### config.mk
export PLATFORM = sky130hd
export DESIGN_NAME = apb_master_arbiter
export DESIGN_NICKNAME = d
export VERILOG_FILES = /design/src/rtl/apb_arb_pkg.sv /design/src/rtl/apb_rr_arbiter.sv /design/src/rtl/apb_master_arbiter.sv
export SDC_FILE = /design/constraint.sdc
export NUM_CORES = 1
export LEC_CHECK = 0
export BUFFER_PORTS_ARGS = -buffer_cell sky130_fd_sc_hd__buf_2
export CAP_MARGIN = 20
export CORE_MARGIN = 2
export CORE_UTILIZATION = 46
export DETAILED_ROUTE_END_ITERATION = 6
export PLACE_DENSITY = 0.74
export RECOVER_POWER = 50
export SYNTH_ARGS = -nofsm -noshare
export SYNTH_HDL_FRONTEND = slang
export SYNTH_SLANG_ARGS = --single-unit
export TNS_END_PERCENT = 10
### constraint.sdc
create_clock -name CLK -period 10.2 [get_ports CLK]
set_input_delay 1.53 -clock CLK [delete_from_list [all_inputs] [get_ports CLK]]
set_output_delay 1.53 -clock CLK [all_outputs]
set_load 0.01 [all_outputs]
### src/rtl/apb_arb_pkg.sv
// Shared definitions for the APB master arbiter.
// Holds the APB phase encoding (it matches the slave's state encoding) and the
// default address/data widths of the shared 32x8 slave memory.
package apb_arb_pkg;

    typedef enum logic [1:0] {
        StIdle   = 2'b00,
        StSetup  = 2'b01,
        StAccess = 2'b10
    } apb_state_e;

    localparam int unsigned DefAw = 5;
    localparam int unsigned DefDw = 8;

endpackage

### src/rtl/apb_rr_arbiter.sv
// Combinational rotating-priority picker.
// Ports:
//   req_i  - request vector, one bit per requester
//   ptr_i  - index that currently has the highest priority
//   gnt_o  - one-hot grant (all zero when nothing is requested)
//   idx_o  - binary index of the granted requester
//   any_o  - at least one request present
module apb_rr_arbiter #(
    parameter int unsigned NREQ = 4
) (
    input  logic [NREQ-1:0]         req_i,
    input  logic [$clog2(NREQ)-1:0] ptr_i,
    output logic [NREQ-1:0]         gnt_o,
    output logic [$clog2(NREQ)-1:0] idx_o,
    output logic                    any_o
);

    localparam int unsigned IW = $clog2(NREQ);

    logic [IW-1:0] cand;

    // Walk the requesters starting at ptr_i, wrapping at NREQ; first hit wins.
    always_comb begin
        gnt_o = '0;
        idx_o = '0;
        any_o = 1'b0;
        cand  = '0;
        for (int unsigned i = 0; i < NREQ; i++) begin
            cand = IW'((32'(ptr_i) + i) % NREQ);
            if (!any_o && req_i[cand]) begin
                any_o       = 1'b1;
                idx_o       = cand;
                gnt_o[cand] = 1'b1;
            end
        end
    end

endmodule

### src/rtl/apb_master_arbiter.sv
// APB master that shares one APB slave between NREQ local requesters.
// Requests are granted round-robin and run through SETUP/ACCESS; read data
// and error status come back to the granted requester. All outputs registered.
// Ports:
//   CLK, Rst                   - clock, asynchronous active-high reset
//   req_valid/write/addr/wdata - per-requester request (addr/wdata packed)
//   req_ready                  - one-hot accept pulse (during SETUP)
//   rsp_valid                  - one-hot completion pulse
//   rsp_rdata, rsp_err         - result of the last completion, held
//   PSEL..PWDATA               - APB master outputs
//   PREADY, PRDATA, PSLVERR    - APB slave response
module apb_master_arbiter
    import apb_arb_pkg::*;
#(
    parameter int unsigned NREQ    = 4,
    parameter int unsigned AW      = DefAw,
    parameter int unsigned DW      = DefDw,
    parameter int unsigned TIMEOUT = 16
) (
    input  logic             CLK,
    input  logic             Rst,
    input  logic [NREQ-1:0]    req_valid,
    input  logic [NREQ-1:0]    req_write,
    input  logic [NREQ*AW-1:0] req_addr,
    input  logic [NREQ*DW-1:0] req_wdata,
    output logic [NREQ-1:0]  req_ready,
    output logic [NREQ-1:0]  rsp_valid,
    output logic [DW-1:0]    rsp_rdata,
    output logic             rsp_err,
    output logic             PSEL,
    output logic             PENABLE,
    output logic             PWRITE,
    output logic [AW-1:0]    PADDR,
    output logic [DW-1:0]    PWDATA,
    input  logic             PREADY,
    input  logic [DW-1:0]    PRDATA,
    input  logic             PSLVERR
);

    localparam int unsigned IW = $clog2(NREQ);
    localparam int unsigned CW = $clog2(TIMEOUT);

    apb_state_e    state_q, state_d;
    logic [IW-1:0] ptr_q, ptr_d;
    logic [IW-1:0] gidx_q, gidx_d;
    logic [CW-1:0] cnt_q, cnt_d;
    logic          psel_q, psel_d, penable_q, penable_d, pwrite_q, pwrite_d;
    logic [AW-1:0] paddr_q, paddr_d;
    logic [DW-1:0] pwdata_q, pwdata_d, rdata_q, rdata_d;
    logic [NREQ-1:0] ready_q, ready_d, rsp_valid_q, rsp_valid_d;
    logic          err_q, err_d;

    logic [NREQ-1:0] arb_gnt;
    logic [IW-1:0]   arb_idx;
    logic            arb_any;
    logic            grant;
    logic            sel_write;
    logic [AW-1:0]   sel_addr;
    logic [DW-1:0]   sel_wdata;

    apb_rr_arbiter #(
        .NREQ (NREQ)
    ) u_arb (
        .req_i (req_valid),
        .ptr_i (ptr_q),
        .gnt_o (arb_gnt),
        .idx_o (arb_idx),
        .any_o (arb_any)
    );

    // Payload of the arbitration winner.
    always_comb begin
        sel_write = 1'b0;
        sel_addr  = '0;
        sel_wdata = '0;
        for (int i = 0; i < NREQ; i++) begin
            if (arb_idx == IW'(i)) begin
                sel_write = req_write[i];
                sel_addr  = req_addr[i*AW +: AW];
                sel_wdata = req_wdata[i*DW +: DW];
            end
        end
    end

    always_comb begin
        state_d     = state_q;
        ptr_d       = ptr_q;
        gidx_d      = gidx_q;
        cnt_d       = cnt_q;
        psel_d      = psel_q;
        penable_d   = 1'b0;
        pwrite_d    = pwrite_q;
        paddr_d     = paddr_q;
        pwdata_d    = pwdata_q;
        ready_d     = '0;
        rsp_valid_d = '0;
        rdata_d     = rdata_q;
        err_d       = err_q;
        grant       = 1'b0;

        case (state_q)
            StIdle: begin
                psel_d = 1'b0;
                grant  = arb_any;
            end
            StSetup: begin
                state_d   = StAccess;
                psel_d    = 1'b1;
                penable_d = 1'b1;
                cnt_d     = '0;
            end
            StAccess: begin
                if (PREADY) begin
                    rsp_valid_d = NREQ'(1) << gidx_q;
                    err_d       = PSLVERR;
                    rdata_d     = pwrite_q ? '0 : PRDATA;
                    state_d     = StIdle;
                    psel_d      = 1'b0;
                    grant       = arb_any;  // back-to-back keeps PSEL high
                end else if (cnt_q == CW'(TIMEOUT - 1)) begin
                    // Forced completion; always drops to IDLE, no re-arbitration.
                    rsp_valid_d = NREQ'(1) << gidx_q;
                    err_d       = 1'b1;
                    rdata_d     = '0;
                    state_d     = StIdle;
                    psel_d      = 1'b0;
                end else begin
                    penable_d = 1'b1;
                    cnt_d     = cnt_q + CW'(1);
                end
            end
            default: begin
                state_d = StIdle;
                psel_d  = 1'b0;
            end
        endcase

        if (grant) begin
            state_d  = StSetup;
            psel_d   = 1'b1;
            pwrite_d = sel_write;
            paddr_d  = sel_addr;
            pwdata_d = sel_wdata;
            ready_d  = arb_gnt;
            gidx_d   = arb_idx;
            ptr_d    = (arb_idx == IW'(NREQ - 1)) ? '0 : arb_idx + IW'(1);
        end
    end

    always_ff @(posedge CLK or posedge Rst) begin
        if (Rst) begin
            state_q     <= StIdle;
            ptr_q       <= '0;
            gidx_q      <= '0;
            cnt_q       <= '0;
            psel_q      <= 1'b0;
            penable_q   <= 1'b0;
            pwrite_q    <= 1'b0;
            paddr_q     <= '0;
            pwdata_q    <= '0;
            ready_q     <= '0;
            rsp_valid_q <= '0;
            rdata_q     <= '0;
            err_q       <= 1'b0;
        end else begin
            state_q     <= state_d;
            ptr_q       <= ptr_d;
            gidx_q      <= gidx_d;
            cnt_q       <= cnt_d;
            psel_q      <= psel_d;
            penable_q   <= penable_d;
            pwrite_q    <= pwrite_d;
            paddr_q     <= paddr_d;
            pwdata_q    <= pwdata_d;
            ready_q     <= ready_d;
            rsp_valid_q <= rsp_valid_d;
            rdata_q     <= rdata_d;
            err_q       <= err_d;
        end
    end

    assign PSEL      = psel_q;
    assign PENABLE   = penable_q;
    assign PWRITE    = pwrite_q;
    assign PADDR     = paddr_q;
    assign PWDATA    = pwdata_q;
    assign req_ready = ready_q;
    assign rsp_valid = rsp_valid_q;
    assign rsp_rdata = rdata_q;
    assign rsp_err   = err_q;

endmodule

# ---- Word-level counts from Yosys, hierarchy flattened
# Cells that the tools add are included.
dict set report totals {
  in_bits 72
  out_inout_bits 33
  reg_bits 43
  word_cells 123
}
dict set report classes {
  n_bitwise 3
  order_cmp 8
  shift 1
  mux 66
  n_reduce_logical 17
  add_sub_neg 5
  n_eq_ne 10
}
# op count
set ops {}
lappend ops {{$mux W8} 7}
lappend ops {{$mux W4} 10}
lappend ops {{$mux W1} 24}
lappend ops {{$mux W5} 4}
lappend ops {{$mux W2} 8}
lappend ops {{$lt A2 B3 Y1 const B} 4}
lappend ops {{$or A4 B4 Y4} 3}
lappend ops {{$bmux W1 S2} 4}
lappend ops {{$demux W1 S2} 4}
lappend ops {{$ge A2 B1 Y1 const B} 4}
lappend ops {{$pmux W4 S2} 1}
lappend ops {{$logic_and A1 B1 Y1} 7}
lappend ops {{$eq A2 B2 Y1 const B} 3}
lappend ops {{$ne A2 B2 Y1 const B} 3}
lappend ops {{$pmux W1 S2} 3}
lappend ops {{$pmux W2 S3} 1}
lappend ops {{$add A2 B1 Y2 const B} 2}
lappend ops {{$add A2 B2 Y2 const B} 2}
lappend ops {{$add A4 B1 Y4 const B} 1}
lappend ops {{$eq A2 B1 Y1 const B} 2}
lappend ops {{$eq A4 B4 Y1 const B} 1}
lappend ops {{$logic_not A2 Y1} 2}
lappend ops {{$ne A4 B4 Y1 const B} 1}
lappend ops {{$reduce_and A2 Y1} 2}
lappend ops {{other kinds (4)} 7}

# ---- Depth between registers and ports, before layout
dict set report depth {
  depth_word 17
  depth_mapped 14
  depth_no_buf 11
}

# ---- Modules after synthesis
# From an unflattened synthesis, not the netlist that was laid out.
dict set report hier_totals {
  cells_unflattened 297
  hier_area_um2 2681.3
}
# module area_per_inst_um2 n_inst cells_each seq_area_each_um2
set by_module_without_submodules {}
lappend by_module_without_submodules {apb_master_arbiter 2262.2 1 252 1076.0}
lappend by_module_without_submodules {apb_rr_arbiter 419.2 1 45 0.0}

# ---- Least setup slack after synthesis
# Ideal clock, no wire load.
dict set report synth_path {
  kind {input-to-reg}
  startpoint {input req_valid[1]}
  endpoint {register paddr_q[3] (netlist: PADDR[3])}
  stages 11
  n_path_buf 3
  t_required_ns 10.081
  slack_ns 6.209
  arrival_time_ns 3.872
  path_cell_list {clkbuf_2 > mux4_2 > o21ba_1 > or3_4 > and2_1 > ha_1 > clkbuf_1 > clkbuf_1 > a211oi_1 > o311ai_0 > o21a_1}
}
dict set report synth_between {
  elab_chain_cells 17
  elab_cells_between_ends 32
  cone_classes {3 x eq/ne; 22 x mux; 7 x reduce/logical}
}
# item line
set synth_rtl {}
lappend synth_rtl {{start, declared} apb_master_arbiter.sv:22} ;# input logic [NREQ-1:0] req_valid,
lappend synth_rtl {{$bmux W1 S2} apb_rr_arbiter.sv:30} ;# if (!any_o && req_i[cand]) begin
lappend synth_rtl {{$mux W1 (not written as such)} apb_rr_arbiter.sv:30}
lappend synth_rtl {{$mux W1} apb_rr_arbiter.sv:30}
lappend synth_rtl {{$logic_not A1 Y1} apb_rr_arbiter.sv:30}
lappend synth_rtl {{$logic_and A1 B1 Y1} apb_rr_arbiter.sv:30}
lappend synth_rtl {{$mux W1} apb_rr_arbiter.sv:30}
lappend synth_rtl {{$logic_not A1 Y1} apb_rr_arbiter.sv:30}
lappend synth_rtl {{$logic_and A1 B1 Y1} apb_rr_arbiter.sv:30}
lappend synth_rtl {{$mux W1} apb_rr_arbiter.sv:30}
lappend synth_rtl {{$logic_not A1 Y1} apb_rr_arbiter.sv:30}
lappend synth_rtl {{$logic_and A1 B1 Y1} apb_rr_arbiter.sv:30}
lappend synth_rtl {{$mux W2} apb_rr_arbiter.sv:30}
lappend synth_rtl {{$logic_not A2 Y1} apb_master_arbiter.sv:77} ;# if (arb_idx == IW'(i)) begin
lappend synth_rtl {{$mux W5 (4 in a row)} apb_master_arbiter.sv:77}
lappend synth_rtl {{end signal, assigned} apb_master_arbiter.sv:173} ;# paddr_q <= paddr_d;
lappend synth_rtl {{end, declared} apb_master_arbiter.sv:48} ;# logic [AW-1:0] paddr_q, paddr_d;
# Several ways; a longest one is shown, not always the timed one. The select of a mux whose other input is x is not followed.
# A chain may end at the register's enable or synchronous reset.

# ---- Worst setup path after layout
dict set report layout_path {
  startpoint {register ptr_q[0]}
  endpoint {register paddr_q[4] (netlist: PADDR[4])}
}
dict set report layout_between {
  elab_chain_cells 17
  elab_cells_between_ends 35
  cone_classes {3 x add/sub; 3 x eq/ne; 22 x mux; 7 x reduce/logical}
}
# item line
set layout_rtl {}
lappend layout_rtl {{start, declared} apb_master_arbiter.sv:44} ;# logic [IW-1:0] ptr_q, ptr_d;
lappend layout_rtl {{start signal, assigned} apb_master_arbiter.sv:167} ;# ptr_q <= ptr_d;
lappend layout_rtl {{parallel branches: the longest is 11 deep, another holds $add A2 B1 Y2} n/a}
lappend layout_rtl {{$mux W2 (*)} apb_rr_arbiter.sv:30}
lappend layout_rtl {{named net arb_idx[0]} apb_master_arbiter.sv:54} ;# logic [IW-1:0] arb_idx;
lappend layout_rtl {{$logic_not A2 Y1} apb_master_arbiter.sv:77}
lappend layout_rtl {{$mux W5 (3 in a row)} apb_master_arbiter.sv:77}
lappend layout_rtl {{$mux W5 (*)} apb_master_arbiter.sv:77}
# Mark *: on every way through the listed nets, which the timed path passes. The select of a mux whose other input is x is not followed.

==> metrics.md <==
| Metric | Value |
|---|---|
| Outcome | `finished with violations` |
| Violated checks | `capacitance limit, slew limit` |
| RSZ-0062 raised after global routing | `false` |
| Die Wd | `78.13 um` |
| Fillers | `478` |
| Share of cells above drive strength 1 | `31.83%` |
| Grt total ovfl | `0` |
| Root Buffer | `clkbuf_8` |
| Syn Nets | `344` |
| Post-route minimum period | `4516 ps` |
| Area of the multi-input gates | `1306 um2` |
| First-pass GRT wire length | `10,160 um` |
| Crit Path Max Fanout | `16` |
| GPL Wtd Cong | `0.9163` |
| Yosys warning total | `0` |
| Yosys reg bits | `43` |
| CP arrival | `4730 ps` |
| Die H | `78.13 um` |
| Total Neg Setup Slack | `0 ps` |
| Post-Syn Area | `2527 um2` |
| Ant. Diodes | `0` |
| Via-to-Cell Ratio | `5.515` |
| Final Hold Slack | `505.5 ps` |
| I/O Buffers | `104` |
| EDFF count, synth | `0` |
| Vias in the first global route | `2,200` |
| Ys async rst share | `100.0%` |
| Htree depth | `2` |
| Hold Path Depth | `1` |
| Storage element area | `1076 um2` |
| Final Hold Fails | `0` |
| Min-delay src | `rsp_rdata[0]` |
| Initial antenna violation count | `0` |
| Yosys cell types | `47` |
| Row count | `26` |
| Layout area overhead | `24.70%` |
| Inst Count DP | `417` |
| Req. time, crit path | `10,420 ps` |
| Final Max Tran Viols | `44` |
| FF-to-FF path depth | `11` |
| Post-synthesis sequential area ratio | `42.57%` |
| Total power | `0.001008 W` |
| Maximum vdd drop | `0.1818 mV` |
| Post-CTS setup buffer count | `0` |
| Drt pass-1 iters | `5` |
| F_max | `221.5 MHz` |
| Final Cycle Share | `44.27%` |
| RR Startpoint | `ptr_q[0]` |
| Clk Latency, worst-skew pair | `290 ps` |
| Clock transition at path regs | `80 ps` |
| Nets@finish | `442` |
| Clock Skews | `5.518 ps` |
| CTS sink count | `43` |
| DP Worst Slack | `5608 ps` |
| Pleak | `1.569 nW` |
| Top-level I/O count | `105` |
| Max-cap violations | `1` |
| Pwr dens | `319.8 nW/um2` |
| Hold buffer count at cts | `0` |
| Endpoints failing setup | `0` |
| DP Wirelength | `4636 um` |
| CTS tree | `built` |
| Mean Syn Cell Area | `9.873 um2` |
| CTS Buf Count | `5` |
| Antenna Violating Nets Remaining | `0` |
| Worst slew margin | `-52.61%` |
| Via Count | `2,344` |
| Total global-route track usage | `20.68%` |
| Worst reg2reg path endpoint | `PADDR[4]` |
| Starting Density | `48.56%` |
| Main synth FF type | `dfrtp_1` |
| Final std cells w/o fill | `425` |
| Cts repair resizes | `0` |
| Setup ws final | `5684 ps` |
| DRC violation count after routing | `0` |
| Die Area | `6104 um2` |
| Hold endpoint | `rsp_rdata[0]` |
| Total routed wirelength | `6424 um` |
| Worst-margin pin slew | `2289 ps` |
| Crit Path Category | `reg -> reg` |
| Largest net degree at the start of global routing | `44` |
| Routed WL per cell | `15.12 um` |
| Flop-to-flop setup slack | `5680 ps` |
| Mapped Cells | `256` |
| Max clock buf depth | `2` |
| Drt initial violations | `123` |
| Crit. End Element | `flop` |
| Startpoint types | `flop` |
| Hold WC Path Type | `reg -> reg` |
| Total core area | `5205 um2` |
sequential cells by signal, summed over array words and instances, names as in the netlist:
name and flops:
PADDR 5, PENABLE 1, PSEL 1, PWDATA 8, PWRITE 1, cnt_q 4, gidx_q 2, ptr_q 2
req_ready 4, rsp_err 1, rsp_rdata 8, rsp_valid 4, state_q 2
critical path, cell delays in order, from the launching register on:
cell and delay (ps):
dfrtp_1 680, inv_1 280, ha_1 550, mux4_2 630
o21ba_1 270, or3_4 140, nand2_1 70, ha_1 400
nor2b_1 740, a221oi_1 220, a211o_1 330, a21oi_1 120
power by group:
group          switching [W]  internal [W]  leakage, nW  total [W]
logic               0.000344      0.000269        0.991   0.000613
registers          0.0000497      0.000240        0.536   0.000290
clock network      0.0000575     0.0000479       0.0412   0.000105
cell usage in the layout, fill, tap and decap left out, types with 2 or more instances in the layout:
| master | Yosys | routed |
|---|---|---|
| ha_1 | 16 | 16 |
| nand2_1 | 9 | 9 |
| mux2i_1 | 2 | 2 |
| clkbuf_1 | 9 | 10 |
| nand3_1 | 5 | 5 |
| and2_0 | 0 | 2 |
| dfrtp_1 | 43 | 43 |
| mux2_2 | 2 | 2 |
| o2bb2ai_1 | 4 | 4 |
| nor2b_1 | 4 | 4 |
| o21ai_0 | 10 | 10 |
| nand2b_1 | 2 | 2 |
| mux4_2 | 3 | 3 |
| a22o_1 | 8 | 8 |
| buf_2 | 1 | 96 |
| a211o_1 | 13 | 13 |
| a221oi_1 | 17 | 17 |
| o21ai_1 | 3 | 3 |
| nand3b_1 | 2 | 2 |
| a31oi_1 | 2 | 2 |
| a21oi_1 | 30 | 29 |
| nor2_1 | 21 | 21 |
| inv_1 | 20 | 19 |
| o21a_1 | 2 | 2 |
| clkbuf_8 | 0 | 5 |
| nor3b_1 | 2 | 2 |
layer usage:
metal | track usage (%) | share of wire (%) | vias to the layer above
li1 | - | - | 1138
met1 | 27.94 | 45 | 1094
met2 | 32.67 | 47 | 100
met3 | 3.103 | 5.8 | 12
met4 | 10.00 | 2.1 | 0
met5 | 0 | 0 | -
cell usage after synthesis, types with 2 or more instances:
master     instances  area (um2)
a31oi_1            2       12.51
and2_1             3       18.77
a211o_1           13       113.9
o2bb2ai_1          4       35.03
a22o_1             8       70.07
clkbuf_1           9       33.78
mux2_2             2       22.52
inv_1             20       75.07
mux4_2             3       67.56
nand2b_1           2       12.51
dfrtp_1           43        1076
a221oi_1          17       148.9
nor3b_1            2       15.01
a21oi_1           30       150.1
ha_1              16       200.2
o21a_1             2       15.01
nand2_1            9       33.78
nand3b_1           2       15.01
o21ai_1            3       15.01
o21ai_0           10       50.05
mux2i_1            2       20.02
nor2b_1            4       25.02
buf_4              2       15.01
nor2_1            21       78.83
nand3_1            5       25.02
stage by stage:
stage | utilization, % | instance area [um2]
floorplan | - | 2527
global placement | 59.18 | 3080
detailed placement | 59.18 | 3080
CTS | 60.82 | 3166
global route | 60.55 | 3152
finish | 60.55 | 3152
layout make-up:
type | instances | area share [%]
Tap cell | 70 | 2.779
Clock inverter | 2 | 0.3970
Timing Repair Buffer | 106 | 16.55
Sequential cell | 43 | 34.14
Inverter | 20 | 2.382
Multi-Input combinational cell | 178 | 41.44
Clock buffer | 6 | 2.303
cell families (layout without fill, tap and decap cells):
family                     count (synthesis)  in the layout  synth area share (%)
buffers and inverters                     35            134                 5.890
adders and majority gates                 16             16                 7.921
muxes                                      8              8                 4.802
and+or+nand+nor                           55             55                 11.04
DFF                                       43             43                 42.57
AOI/OAI and AO/OA                         97             97                 27.08
xor gates and xnor gates                   2              2                0.6932
how the worst max path moves through the flow:
stage	endpoint	slack, ps	depth (start not counted)	start
after floorplan	PADDR[3]	6210	11	req_valid[1]
after global placement	PADDR[1]	5680	10	req_valid[1]
after detailed placement	PWDATA[4]	5610	10	req_valid[1]
after CTS	PADDR[4]	5690	11	ptr_q[0]
after global routing	PADDR[2]	5340	11	ptr_q[0]
final	PADDR[4]	5680	11	ptr_q[0]
Power figures use the tool's default switching activity.
